[src/rtl/load_store_unit.sv]
// Data-memory access stage: one load/store at a time, variable-latency memory
// handshake, load alignment/extension and a single-cycle register write.
module load_store_unit #(
  parameter int DATA_WIDTH    = 32,
  parameter int ADDRESS_WIDTH = 5
) (
  input  logic                     clk,
  input  logic                     rst,
  input  logic                     ls_valid,
  output logic                     ls_ready,
  input  logic                     ls_is_load,
  input  logic [2:0]               ls_funct3,
  input  logic [DATA_WIDTH-1:0]    ls_addr,
  input  logic [DATA_WIDTH-1:0]    ls_wdata,
  input  logic [ADDRESS_WIDTH-1:0] ls_rd,
  output logic                     mem_req,
  output logic                     mem_we,
  output logic [DATA_WIDTH-1:0]    mem_addr,
  output logic [3:0]               mem_be,
  output logic [DATA_WIDTH-1:0]    mem_wdata,
  input  logic                     mem_gnt,
  input  logic                     mem_rvalid,
  input  logic [DATA_WIDTH-1:0]    mem_rdata,
  output logic                     RegWrite,
  output logic [ADDRESS_WIDTH-1:0] rg_wrt_dest,
  output logic [DATA_WIDTH-1:0]    rg_wrt_data,
  output logic                     ls_err
);

  typedef enum logic [1:0] {S_IDLE, S_REQ, S_WAIT, S_WB} state_t;

  state_t                   state_q;
  logic                     ready_q, mem_req_q, mem_we_q, reg_write_q, err_q;
  logic [DATA_WIDTH-1:0]    mem_addr_q, mem_wdata_q, rg_wrt_data_q;
  logic [3:0]               mem_be_q;
  logic [ADDRESS_WIDTH-1:0] rd_q, rg_wrt_dest_q;
  logic [2:0]               funct3_q;
  logic [1:0]               addr_lo_q;
  logic                     is_load_q;

  logic                     illegal_d;
  logic [3:0]               be_d;
  logic [DATA_WIDTH-1:0]    wdata_d, ld_data_d;

  function automatic logic f_illegal(input logic ld, input logic [2:0] f3, input logic [1:0] a);
    case (f3)
      3'b000:  f_illegal = 1'b0;
      3'b001:  f_illegal = a[0];
      3'b010:  f_illegal = (a != 2'b00);
      3'b100:  f_illegal = !ld;
      3'b101:  f_illegal = !ld || a[0];
      default: f_illegal = 1'b1;
    endcase
  endfunction

  function automatic logic [3:0] f_byte_en(input logic [2:0] f3, input logic [1:0] a);
    case (f3[1:0])
      2'b00:   f_byte_en = 4'b0001 << a;
      2'b01:   f_byte_en = 4'b0011 << a;
      default: f_byte_en = 4'b1111;
    endcase
  endfunction

  function automatic logic [DATA_WIDTH-1:0] f_store_lanes(input logic [2:0] f3,
                                                         input logic [DATA_WIDTH-1:0] wd);
    case (f3[1:0])
      2'b00:   f_store_lanes = {4{wd[7:0]}};
      2'b01:   f_store_lanes = {2{wd[15:0]}};
      default: f_store_lanes = wd;
    endcase
  endfunction

  function automatic logic [DATA_WIDTH-1:0] f_load_extend(input logic [2:0] f3,
                                                         input logic [DATA_WIDTH-1:0] s);
    case (f3)
      3'b000:  f_load_extend = {{(DATA_WIDTH-8){s[7]}}, s[7:0]};
      3'b001:  f_load_extend = {{(DATA_WIDTH-16){s[15]}}, s[15:0]};
      3'b100:  f_load_extend = {{(DATA_WIDTH-8){1'b0}}, s[7:0]};
      3'b101:  f_load_extend = {{(DATA_WIDTH-16){1'b0}}, s[15:0]};
      default: f_load_extend = s;
    endcase
  endfunction

  // Request decode from live inputs and load-lane selection from the latched offset.
  always_comb begin
    illegal_d = f_illegal(ls_is_load, ls_funct3, ls_addr[1:0]);
    be_d      = f_byte_en(ls_funct3, ls_addr[1:0]);
    wdata_d   = f_store_lanes(ls_funct3, ls_wdata);
    ld_data_d = f_load_extend(funct3_q, mem_rdata >> {addr_lo_q, 3'b000});
  end

  // Transaction FSM with all outputs registered.
  always_ff @(posedge clk or negedge rst) begin
    if (!rst) begin
      state_q       <= S_IDLE;
      ready_q       <= 1'b1;
      mem_req_q     <= 1'b0;
      mem_we_q      <= 1'b0;
      mem_addr_q    <= '0;
      mem_be_q      <= 4'b0000;
      mem_wdata_q   <= '0;
      reg_write_q   <= 1'b0;
      rg_wrt_dest_q <= '0;
      rg_wrt_data_q <= '0;
      err_q         <= 1'b0;
      rd_q          <= '0;
      funct3_q      <= 3'b000;
      addr_lo_q     <= 2'b00;
      is_load_q     <= 1'b0;
    end else begin
      reg_write_q <= 1'b0;
      err_q       <= 1'b0;
      case (state_q)
        S_IDLE: begin
          if (ls_valid) begin
            if (illegal_d) begin
              err_q <= 1'b1;
            end else begin
              state_q     <= S_REQ;
              ready_q     <= 1'b0;
              mem_req_q   <= 1'b1;
              mem_we_q    <= !ls_is_load;
              mem_addr_q  <= {ls_addr[DATA_WIDTH-1:2], 2'b00};
              mem_be_q    <= be_d;
              mem_wdata_q <= wdata_d;
              rd_q        <= ls_rd;
              funct3_q    <= ls_funct3;
              addr_lo_q   <= ls_addr[1:0];
              is_load_q   <= ls_is_load;
            end
          end
        end
        S_REQ: begin
          if (mem_gnt) begin
            mem_req_q <= 1'b0;
            mem_we_q  <= 1'b0;
            if (is_load_q) begin
              state_q <= S_WAIT;
            end else begin
              state_q <= S_IDLE;
              ready_q <= 1'b1;
            end
          end
        end
        S_WAIT: begin
          if (mem_rvalid) begin
            state_q       <= S_WB;
            rg_wrt_data_q <= ld_data_d;
            rg_wrt_dest_q <= rd_q;
            // x0 is hard-wired zero, so the write strobe is suppressed.
            reg_write_q   <= (rd_q != '0);
          end
        end
        S_WB: begin
          state_q <= S_IDLE;
          ready_q <= 1'b1;
        end
        default: begin
          state_q <= S_IDLE;
          ready_q <= 1'b1;
        end
      endcase
    end
  end

  assign ls_ready    = ready_q;
  assign mem_req     = mem_req_q;
  assign mem_we      = mem_we_q;
  assign mem_addr    = mem_addr_q;
  assign mem_be      = mem_be_q;
  assign mem_wdata   = mem_wdata_q;
  assign RegWrite    = reg_write_q;
  assign rg_wrt_dest = rg_wrt_dest_q;
  assign rg_wrt_data = rg_wrt_data_q;
  assign ls_err      = err_q;

endmodule

[config.mk]
export PLATFORM = sky130hd
export DESIGN_NAME = load_store_unit
export DESIGN_NICKNAME = d
export VERILOG_FILES = /design/src/rtl/load_store_unit.sv
export SDC_FILE = /design/constraint.sdc
export NUM_CORES = 1
export LEC_CHECK = 0
export CAP_MARGIN = 20
export CORE_MARGIN = 2
export CORE_UTILIZATION = 45
export CTS_CLUSTER_DIAMETER = 200
export DETAILED_ROUTE_END_ITERATION = 16
export GPL_ROUTABILITY_DRIVEN = 0
export PLACE_DENSITY = 0.87
export SKIP_LAST_GASP = 1
export SYNTH_ARGS = -nofsm -noshare
export SYNTH_HDL_FRONTEND = slang
export SYNTH_SLANG_ARGS = --single-unit
[constraint.sdc]
create_clock -name clk -period 2.1 [get_ports clk]
set_input_delay 0.42 -clock clk [delete_from_list [all_inputs] [get_ports clk]]
set_output_delay 0.42 -clock clk [all_outputs]
set_load 0.005 [all_outputs]
==> results of run 1 <==
==> power breakdown <==
group / switching [mW] / internal (mW)
logic: 1.89 / 3.69
registers: 0.827 / 3.50
clock network: 1.09 / 1.51
==> synth_stat cells (all sizes together) <==
cell type | instances | area [um2]
a22o | 8 | 70.07
a31oi | 1 | 6.260
a21o | 1 | 7.510
o21ai | 18 | 93.84
o22a | 8 | 70.07
nand3 | 1 | 5.000
nand3b | 1 | 7.510
dfstp | 1 | 26.28
buf | 18 | 224.0
conb | 1 | 3.750
nor3 | 1 | 5.000
o22ai | 1 | 6.260
o211ai | 8 | 60.06
o2bb2ai | 2 | 17.52
nor3b | 1 | 12.51
or2 | 1 | 6.260
nand2b | 5 | 31.28
mux4 | 1 | 22.52
clkbuf | 12 | 45.04
inv | 4 | 15.01
nor2 | 26 | 97.59
o21bai | 2 | 15.01
mux2i | 25 | 250.2
o21a | 1 | 8.760
nand2 | 60 | 227.7
a311o | 2 | 20.02
a21oi | 20 | 103.9
nor2b | 3 | 26.27
dfrtp | 120 | 3003
mux2 | 100 | 1411
==> flip-flops by register name, indices dropped and copies added (netlist names), named ones only <==
name,count
ls_err,1
funct3_q,3
mem_be,4
rg_wrt_dest,5
rg_wrt_data,32
mem_wdata,32
ls_ready,1
mem_we,1
is_load_q,1
state_q,1
addr_lo_q,2
RegWrite,1
mem_req,1
mem_addr,30
rd_q,5
==> worst max path at each step <==
stage / cells past startpoint / end / from
floorplan: 7 / mem_be[0] / ls_funct3[0]
global placement: 7 / addr_lo_q[1] / ls_funct3[0]
detailed placement: 7 / funct3_q[1] / ls_funct3[0]
CTS: 1 / ls_ready / ls_ready
global route: 1 / ls_ready / ls_ready
finish: 1 / ls_ready / ls_ready
==> layout make-up <==
type,count,area share [%]
Multi-Input combinational cell,299,29.15
Inverter,4,0.1686
Tap cell,172,2.416
Sequential cell,121,34.01
Clock buffer,18,4.818
Timing Repair Buffer,252,28.29
Clock inverter,14,1.152
==> cell families after synthesis <==
| family | after synthesis | synth area share [%] |
|---|---|---|
| buffers and inverters | 34 | 4.814 |
| other | 1 | 0.06357 |
| DFF | 121 | 51.35 |
| and+or+nand+nor | 99 | 7.105 |
| AOI/OAI and AO/OA | 72 | 8.123 |
| muxes | 126 | 28.55 |
==> metal layers <==
| layer | GRT usage (%) | vias to the layer above |
|---|---|---|
| met5 | 0 | - |
| met4 | 8.259 | 0 |
| met3 | 7.529 | 26 |
| met2 | 39.23 | 211 |
| met1 | 28.95 | 2223 |
| li1 | - | 2070 |
==> metrics by stage <==
step	cell area, um2	power, mW	cells
after global routing	8907	13.18	880
final	8907	12.51	880
after detailed placement	8376	9.918	848
after floorplan	5903	6.865	454
after CTS	8907	12.60	880
after global placement	8376	9.684	848
==> results.md, run 1 <==
- Outcome: complete, no violations
- Max Cap Viol: 0
- Critical Path AT: 1.44 ns
- Vias in the first global route: ~5000
- Largest net degree at the start of global routing: 122
- Final Hold Fails: 0
- Hold Crit Class: in -> async
- DR vias/cell: 5.148
- VDD IR-drop max: 0.6838 mV
- WL final: between 15000 and 20000 um
- Crit-path max cell delay: 0.53 ns
- Largest delay share family, worst path: flip-flops
- Initial drt markers: 314
- Crit path cell chain: clkdlybuf4s50_1
- Clock buffer count from CTS: 17
- First-pass GRT wire length: 26050 um
- Chip height: 118.5 um
- P&R area growth vs syn: 50.99%
- Final HPWL DP: between 10000 and 15000 um
- Worst EP required: 1.68 ns
- Initial core utilization: 46.37%
- Slew Limit Fails: 0
- Reg2reg setup slack: 0.37 ns
- Share of cells above drive strength 1: 24.86%
- Setup TNS: 0 ns
- Clock buffer depth: 2
- CTS Hold Bufs: 0
- Yosys reg bits: 121
- Worst hold slack: slightly above 0.09 ns
- Resize count post-CTS: 0
- Layout Nets: 805
- CTS sink cnt: ~120
- CTS tree: built
- Ys Warns: 0
- Register-to-Register Path Depth: 4
- Ant diodes: 0
- Sequential cell area: 3029 um2
- Slew HR: 55.67%
- Final ANT Viol Nets: 0
- Initial antenna violation count: 0
- Most common cell after layout, fill and taps aside: clkdlybuf4s50_1
- FP Rows: 41
- Multi-input logic area: 2596 um2
- Root Driver: clkbuf_16
- Later-pin clock latency in the skew report: 0.41 ns
- Place WS: -0.1180 ns
- DR DRC count: 0
- Mapped Cells: 453
- # IOs: 220
- Setup-failing EPs final: 0
- Crit Path Class: reg -> out
- M1 WL: 6629 um
- Bufs and invs on worst path: 1
- Core Util, Final: 70.01%
- Slew @ Worst Pin: 0.6650 ns
- CTS HTree Levels: 4
- Critical Path Slowest Stage Cell: dfstp_2
- Die X: between 100 and 150 um
- Startpoint types: flop
- Worst R2R Start: addr_lo_q[1]
- DR vias: approximately 4500
- DR top layer: met4
- Element type at the critical path end: primary output
- Min setup slack post-route: 0.2375 ns
- Post-CTS Setup Inserts: 0
- Syn avg cell area: 13.02 um2
- Fin crit share: approximately nine tenths
- Commonest non-fill, non-tap cells in the layout: clkdlybuf4s50_1, dfrtp_1, mux2_4
- Total power density per cell area: 1405 nW/um2
- Gr ovfl total: 0
- Post-Syn Area: just under 6000 um2
- Netlist cell types: 41
- Worst-path fanout max: 2
- Core area: between 10000 and 15000 um2
- Met3 wire len: 1203 um
- Clock transition at the registers of the reported paths: 0.06 ns
- Router iterations before antenna repair: 4
- F_max: 536.9 MHz
- Global router's overall resource usage: 23.59%
- Min cycle time layout: 1.862 ns
- I/O Buffers: about 220
- Final worst clock skew: 0.01117 ns
- Seq/Total Area, Yosys: about half
- Worst R2R End: rg_wrt_data[21]
- Die ar.: 14040 um2
- RSZ-0062 raised after global routing: no
- Filler cells: 911
- Met2 Routed Length: 7930 um
- Leakage power: between 3 and 4 nW
- Drt wl/cell: between 15 and 20 um
Power figures use the tool's default switching activity.
==> run 2, diff against run 1 <==
--- a/config.mk
+++ b/config.mk
@@ -7,12 +7,14 @@
 export LEC_CHECK = 0
 export CAP_MARGIN = 20
 export CORE_MARGIN = 2
-export CORE_UTILIZATION = 45
+export CORE_UTILIZATION = 54
 export CTS_CLUSTER_DIAMETER = 200
 export DETAILED_ROUTE_END_ITERATION = 16
+export DONT_BUFFER_PORTS = 1
 export GPL_ROUTABILITY_DRIVEN = 0
-export PLACE_DENSITY = 0.87
+export PLACE_DENSITY = 0.75
 export SKIP_LAST_GASP = 1
 export SYNTH_ARGS = -nofsm -noshare
 export SYNTH_HDL_FRONTEND = slang
 export SYNTH_SLANG_ARGS = --single-unit
+export TNS_END_PERCENT = 30
==> run 2 against run 1 <==
Compared with the run above: clock skew hardly changed; global-route usage shrank 1.9 points; clock-buffer cell count up 6; first-iteration DRC count is 41% lower; register-to-register slack worse by 0.04 ns; the run now ends with hold timing left; die area fell by 16%.
==> results.md, run 2 (synthesis results as in run 1) <==
- Register-to-Register Path Depth: 4 (unchanged)
- Resize count post-CTS: 0 (unchanged)
- Fin crit share: 84.30% (was 88.69%)
- Initial drt markers: 185 (was 314)
- Die X: 108.5 um (was 118.5 um)
- Drt wl/cell: 20.80 um (was 18.30 um)
- Layout Nets: 564 (was 805)
- Max Cap Viol: 0 (unchanged)
- Final ANT Viol Nets: 0 (unchanged)
- First-pass GRT wire length: 19240 um (was 26050 um)
- Ant diodes: 0 (unchanged)
- DR vias/cell: 5.720 (was 5.148)
- Final worst clock skew: 0.01067 ns (was 0.01117 ns)
- Clock buffer count from CTS: 17 (unchanged)
- Global router's overall resource usage: 21.71% (was 23.59%)
- Clock transition at the registers of the reported paths: 0.06 ns (about the same)
- Clock buffer depth: 2 (unchanged)
- Root Driver: clkbuf_8 (was clkbuf_16)
- Chip height: 108.5 um (was 118.5 um)
- Final HPWL DP: 8832 um (was 11950 um)
- RSZ-0062 raised after global routing: no (unchanged)
- Reg2reg setup slack: 0.33 ns (was 0.37 ns)
- CTS tree: built (unchanged)
- Failing checks: hold timing
- F_max: 564.9 MHz (was 536.9 MHz)
- Placed Instances: 574 (was 848)
- Crit Path Class: reg -> reg (was reg -> out)
- I/O Buffers: 0 (was 217)
- DR DRC count: 0 (unchanged)
- Initial core utilization: 54.90% (was 46.37%)
- Leakage power: 2.944 nW (was 3.894 nW)
- Largest net degree at the start of global routing: 122 (unchanged)
- Hold Crit Class: in -> async (unchanged)
- Slew Limit Fails: 0 (unchanged)
- Final Power: 10.25 mW (was 12.51 mW)
- # IOs: 220 (unchanged)
- Die ar.: 11780 um2 (was 14040 um2)
- Initial antenna violation count: 0 (unchanged)
- Min cycle time layout: 1.770 ns (was 1.862 ns)
- CTS HTree Levels: 4 (unchanged)
- Most common cell after layout, fill and taps aside: dfrtp_1 (was clkdlybuf4s50_1)
- Final Hold Fails: 121 (was 0)
- Slew HR: 56.89% (was 55.67%)
- Worst R2R End: rg_wrt_data[29] (was rg_wrt_data[21])
- P&R area growth vs syn: 10.16% (was 50.99%)
- DR vias: 3472 (was 4530)
- Startpoint types: flop (unchanged)
- Finished Layout Cells: 607 (was 880)
- Outcome: complete, but fails checks (was complete, no violations)
- Post-CTS Setup Inserts: 0 (unchanged)
- Vias in the first global route: 3560 (was 4931)
- CTS Hold Bufs: 1 (was 0)
- Share of cells above drive strength 1: 31.69% (was 24.86%)
- Core area: 10750 um2 (was 12720 um2)
- Commonest non-fill, non-tap cells in the layout: dfrtp_1, mux2_4, nand2_1 (was clkdlybuf4s50_1, dfrtp_1, mux2_4)
- Total power density per cell area: 1578 nW/um2 (was 1405 nW/um2)
- Worst R2R Start: addr_lo_q[1] (unchanged)
- Core Util, Final: 60.48% (was 70.01%)
- CTS sink cnt: 121 (unchanged)
- Later-pin clock latency in the skew report: 0.52 ns (was 0.41 ns)
- Worst-path fanout max: 8 (was 2)
- FP Rows: 38 (was 41)
- VDD IR-drop max: 0.7212 mV (was 0.6838 mV)
- Setup TNS: 0 ns (unchanged)
- Element type at the critical path end: flop (was primary output)
- Worst EP required: 2.49 ns (was 1.68 ns)
- Worst hold slack: -0.4006 ns (was 0.09077 ns)
- Critical Path AT: 2.16 ns (was 1.44 ns)
- WL final: 12630 um (was 16100 um)
- Gr ovfl total: 0 (unchanged)
- Router iterations before antenna repair: 4 (unchanged)
- Slew @ Worst Pin: 0.6442 ns (was 0.6650 ns)
- Setup-failing EPs final: 0 (unchanged)
## run 2: how the worst max path moves through the flow
stage | startpoint | to | slack (ns) | depth (start not counted)
global route | addr_lo_q[1] | rg_wrt_data[25] | 0.22 | 4
finish | addr_lo_q[1] | rg_wrt_data[29] | 0.33 | 4
detailed placement | ls_addr[0] | mem_wdata[0] | 0.35 | 5
floorplan | ls_funct3[0] | mem_be[0] | 0.41 | 7
CTS | addr_lo_q[1] | rg_wrt_data[16] | 0.35 | 4
global placement | ls_addr[0] | mem_wdata[0] | 0.39 | 5
## run 2: metal layers
metal	global-route usage, %	up-vias	part of all wire [%]
li1	-	1588	-
met1	27.42	1712	40
met2	33.75	154	48
met3	8.499	18	9.6
met4	8.242	0	1.7
met5	0	-	0
## run 2: per-stage QoR
step | instance area, um2 | worst slack, ns
floorplan | 5903 | 0.4125
global placement | 5916 | 0.3894
detailed placement | 5916 | 0.3532
CTS | 6499 | 0.3485
global route | 6499 | 0.2170
finish | 6499 | 0.3297
## run 2: layout make-up
| class | instances | area, um2 |
|---|---|---|
| multi-input cells | 299 | 2596 |
| clock inverters | 8 | 92.59 |
| fillers | 885 | 4247 |
| flip-flops and latches | 121 | 3029 |
| repair buffers | 11 | 110.1 |
| inverters | 4 | 15.01 |
| well taps | 140 | 175.2 |
| clock buffers | 24 | 480.5 |
## run 2: where the power goes
part           internal, mW  leakage, nW  switching (mW)
logic                  1.76         1.22            1.14
registers              3.50         1.44            1.04
clock network          1.80        0.285            1.00
## run 2: critical path, cell delays in order (launching register included)
cell       delay (ns)
dfrtp_1          0.41
mux4_2           0.55
o2bb2ai_1        0.31
o21a_2           0.28
a21oi_1          0.09
==> run 3, diff against run 2 <==
==> constraint.sdc (replaced) <==
create_clock -name clk -period 1.7 [get_ports clk]
set_input_delay 0.34 -clock clk [delete_from_list [all_inputs] [get_ports clk]]
set_output_delay 0.34 -clock clk [all_outputs]
set_load 0.005 [all_outputs]
==> run 3 against run 2 <==
Compared with the run above: the run still ends with hold timing left; hold slack got worse by 0.074 ns; combinational power rose by 36%; global-route usage rose by 2.2 points; wire length rose by 9.8%; clock skew fell by 0.0051 ns; utilization rose by 6.1 points; critical path depth did not move; cell count rose by 11%; fmax rose by 8.7%; clock power rose by 23%; largest cell class unchanged; largest power group unchanged; highest routed layer unchanged.
==> results.md, run 3 (synthesis results as in run 1) <==
- Initial antenna violation count: 0 (unchanged)
- Post-CTS Setup Inserts: 0 (unchanged)
- Setup-failing EPs final: 0 (unchanged)
- Most common cell after layout, fill and taps aside: dfrtp_1 (unchanged)
- Min setup slack post-route: 0.07198 ns (was 0.3297 ns)
- Clock buffer depth: 2 (unchanged)
- Final Hold Fails: 121 (unchanged)
- Initial drt markers: 295 (was 185)
- Leakage power: 3.222 nW (was 2.944 nW)
- CTS HTree Levels: 4 (unchanged)
- Finished Layout Cells: 671 (was 607)
- Placed Area: 5968 um2 (was 5916 um2)
- DR vias/cell: 5.630 (was 5.720)
- Final HPWL DP: 8994 um (was 8832 um)
- CTS sink cnt: 121 (unchanged)
- DR DRC count: 0 (unchanged)
- Gr ovfl total: 0 (unchanged)
- Final ANT Viol Nets: 0 (unchanged)
- Final Power: 13.02 mW (was 10.25 mW)
- Worst-path fanout max: 8 (unchanged)
- FP Rows: 38 (unchanged)
- Die ar.: 11780 um2 (unchanged)
- Startpoint types: flop (unchanged)
- Worst EP required: 2.09 ns (was 2.49 ns)
- Final worst clock skew: 0.005579 ns (was 0.01067 ns)
- VDD IR-drop max: 0.8844 mV (was 0.7212 mV)
- Core area: 10750 um2 (unchanged)
- Hold Crit Class: in -> async (unchanged)
- Global router's overall resource usage: 23.87% (was 21.71%)
- Place WS: -0.01841 ns (was 0.3532 ns)
- Worst hold slack: -0.4743 ns (was -0.4006 ns)
- CTS tree: built (unchanged)
- Critical Path AT: 2.02 ns (was 2.16 ns)
- CTS Hold Bufs: 58 (was 1)
- Slew Limit Fails: 0 (unchanged)
- Total power density per cell area: 1819 nW/um2 (was 1578 nW/um2)
- DR vias: 3778 (was 3472)
- Vias in the first global route: 3977 (was 3560)
- Element type at the critical path end: flop (unchanged)
- RSZ-0062 raised after global routing: no (unchanged)
- First-pass GRT wire length: 21200 um (was 19240 um)
- WL final: 13870 um (was 12630 um)
- Core Util, Final: 66.63% (was 60.48%)
- Later-pin clock latency in the skew report: 0.51 ns (was 0.52 ns)
- Drt wl/cell: 20.67 um (was 20.80 um)
- Max Cap Viol: 0 (unchanged)
- Failing checks: hold timing (unchanged)
- Layout Nets: 628 (was 564)
- Share of cells above drive strength 1: 29.76% (was 31.69%)
- Largest net degree at the start of global routing: 122 (unchanged)
- Chip height: 108.5 um (unchanged)
- Commonest non-fill, non-tap cells in the layout: dfrtp_1, mux2_4, nand2_1 (unchanged)
- # IOs: 220 (unchanged)
- Ant diodes: 0 (unchanged)
- Fin area: 7159 um2 (was 6499 um2)
- F_max: 614.2 MHz (was 564.9 MHz)
- Min cycle time layout: 1.628 ns (was 1.770 ns)
- I/O Buffers: 0 (unchanged)
- Crit Path Class: reg -> reg (unchanged)
- Clock transition at the registers of the reported paths: 0.06 ns (about the same)
- Die X: 108.5 um (unchanged)
- Router iterations before antenna repair: 4 (unchanged)
- Initial core utilization: 54.90% (unchanged)
- Fin crit share: 95.77% (was 84.30%)
- Root Driver: clkbuf_8 (unchanged)
- Clock buffer count from CTS: 17 (unchanged)
- Placed Instances: 581 (was 574)
- P&R area growth vs syn: 21.36% (was 10.16%)
- Outcome: complete, but fails checks (unchanged)
## run 3: cell count changes in the layout (fill, tap and decap cells not counted)
cell,previous run,this run
buf_4,8,15
dfrtp_1,120,119
dfrtp_2,0,1
dlygate4sd3_1,1,58
mux2i_1,25,24
mux2i_2,0,1
o21a_2,1,0
o21a_4,0,1
o21ai_2,1,0
o21ai_4,0,1
o2bb2ai_1,2,1
o2bb2ai_4,0,1
## run 3: path summary, 6_finish.rpt
check,end,slack (ns),cells after the start,from
max in group asynchronous,ls_ready,1.96,0,rst
min,mem_addr[25],-0.47,0,rst
max reg2reg,rg_wrt_data[17],0.07,4,addr_lo_q[1]
min reg2reg,rg_wrt_dest[1],0.50,2,rg_wrt_dest[1]
max,rg_wrt_data[17],0.07,4,addr_lo_q[1]
min in group clk,state_q[0],0.07,2,mem_gnt
## run 3: power by group
group / switching (mW) / internal (mW) / leakage [nW] / total [mW]
clock: 1.22 / 2.23 / 0.285 / 3.45
sequential: 1.30 / 4.33 / 1.44 / 5.63
combinational: 1.55 / 2.39 / 1.50 / 3.94
## run 3: repair_timing
action / in CTS / in global routing
setup endpoints to repair: 9 / 16
hold endpoints to repair: 180 / 121
resized for setup: 1 / 5
## run 3: stage by stage
stage / setup TNS [ns] / hold slack [ns]
CTS: 0 / -0.4970
finish: 0 / -0.4743
global route: 0 / -0.5123
floorplan: 0 / 0.04441
detailed placement: -0.1016 / 0.04729
global placement: 0 / 0.04743
## run 3: cell type report
type,instances,area [um2]
clock buffers,24,480.5
multi-input cells,299,2633
clock inverters,8,92.59
well taps,140,175.2
repair buffers,75,733.2
fillers,787,3586
inverters,4,15.01
flip-flops and latches,121,3030
## run 3: layer usage
layer	global-route usage (%)	part of all wire (%)	vias to the layer above
met1	29.55	40	1860
met4	8.150	1.8	0
met5	0	0	-
met3	9.343	8.7	23
li1	-	-	1721
met2	38.26	49	174
## run 3: critical path, cell delays in order, from the launching register on
cell and delay, ns:
dfrtp_2 0.40, mux4_2 0.57, o2bb2ai_4 0.22, o21ai_4 0.11, o22a_1 0.21
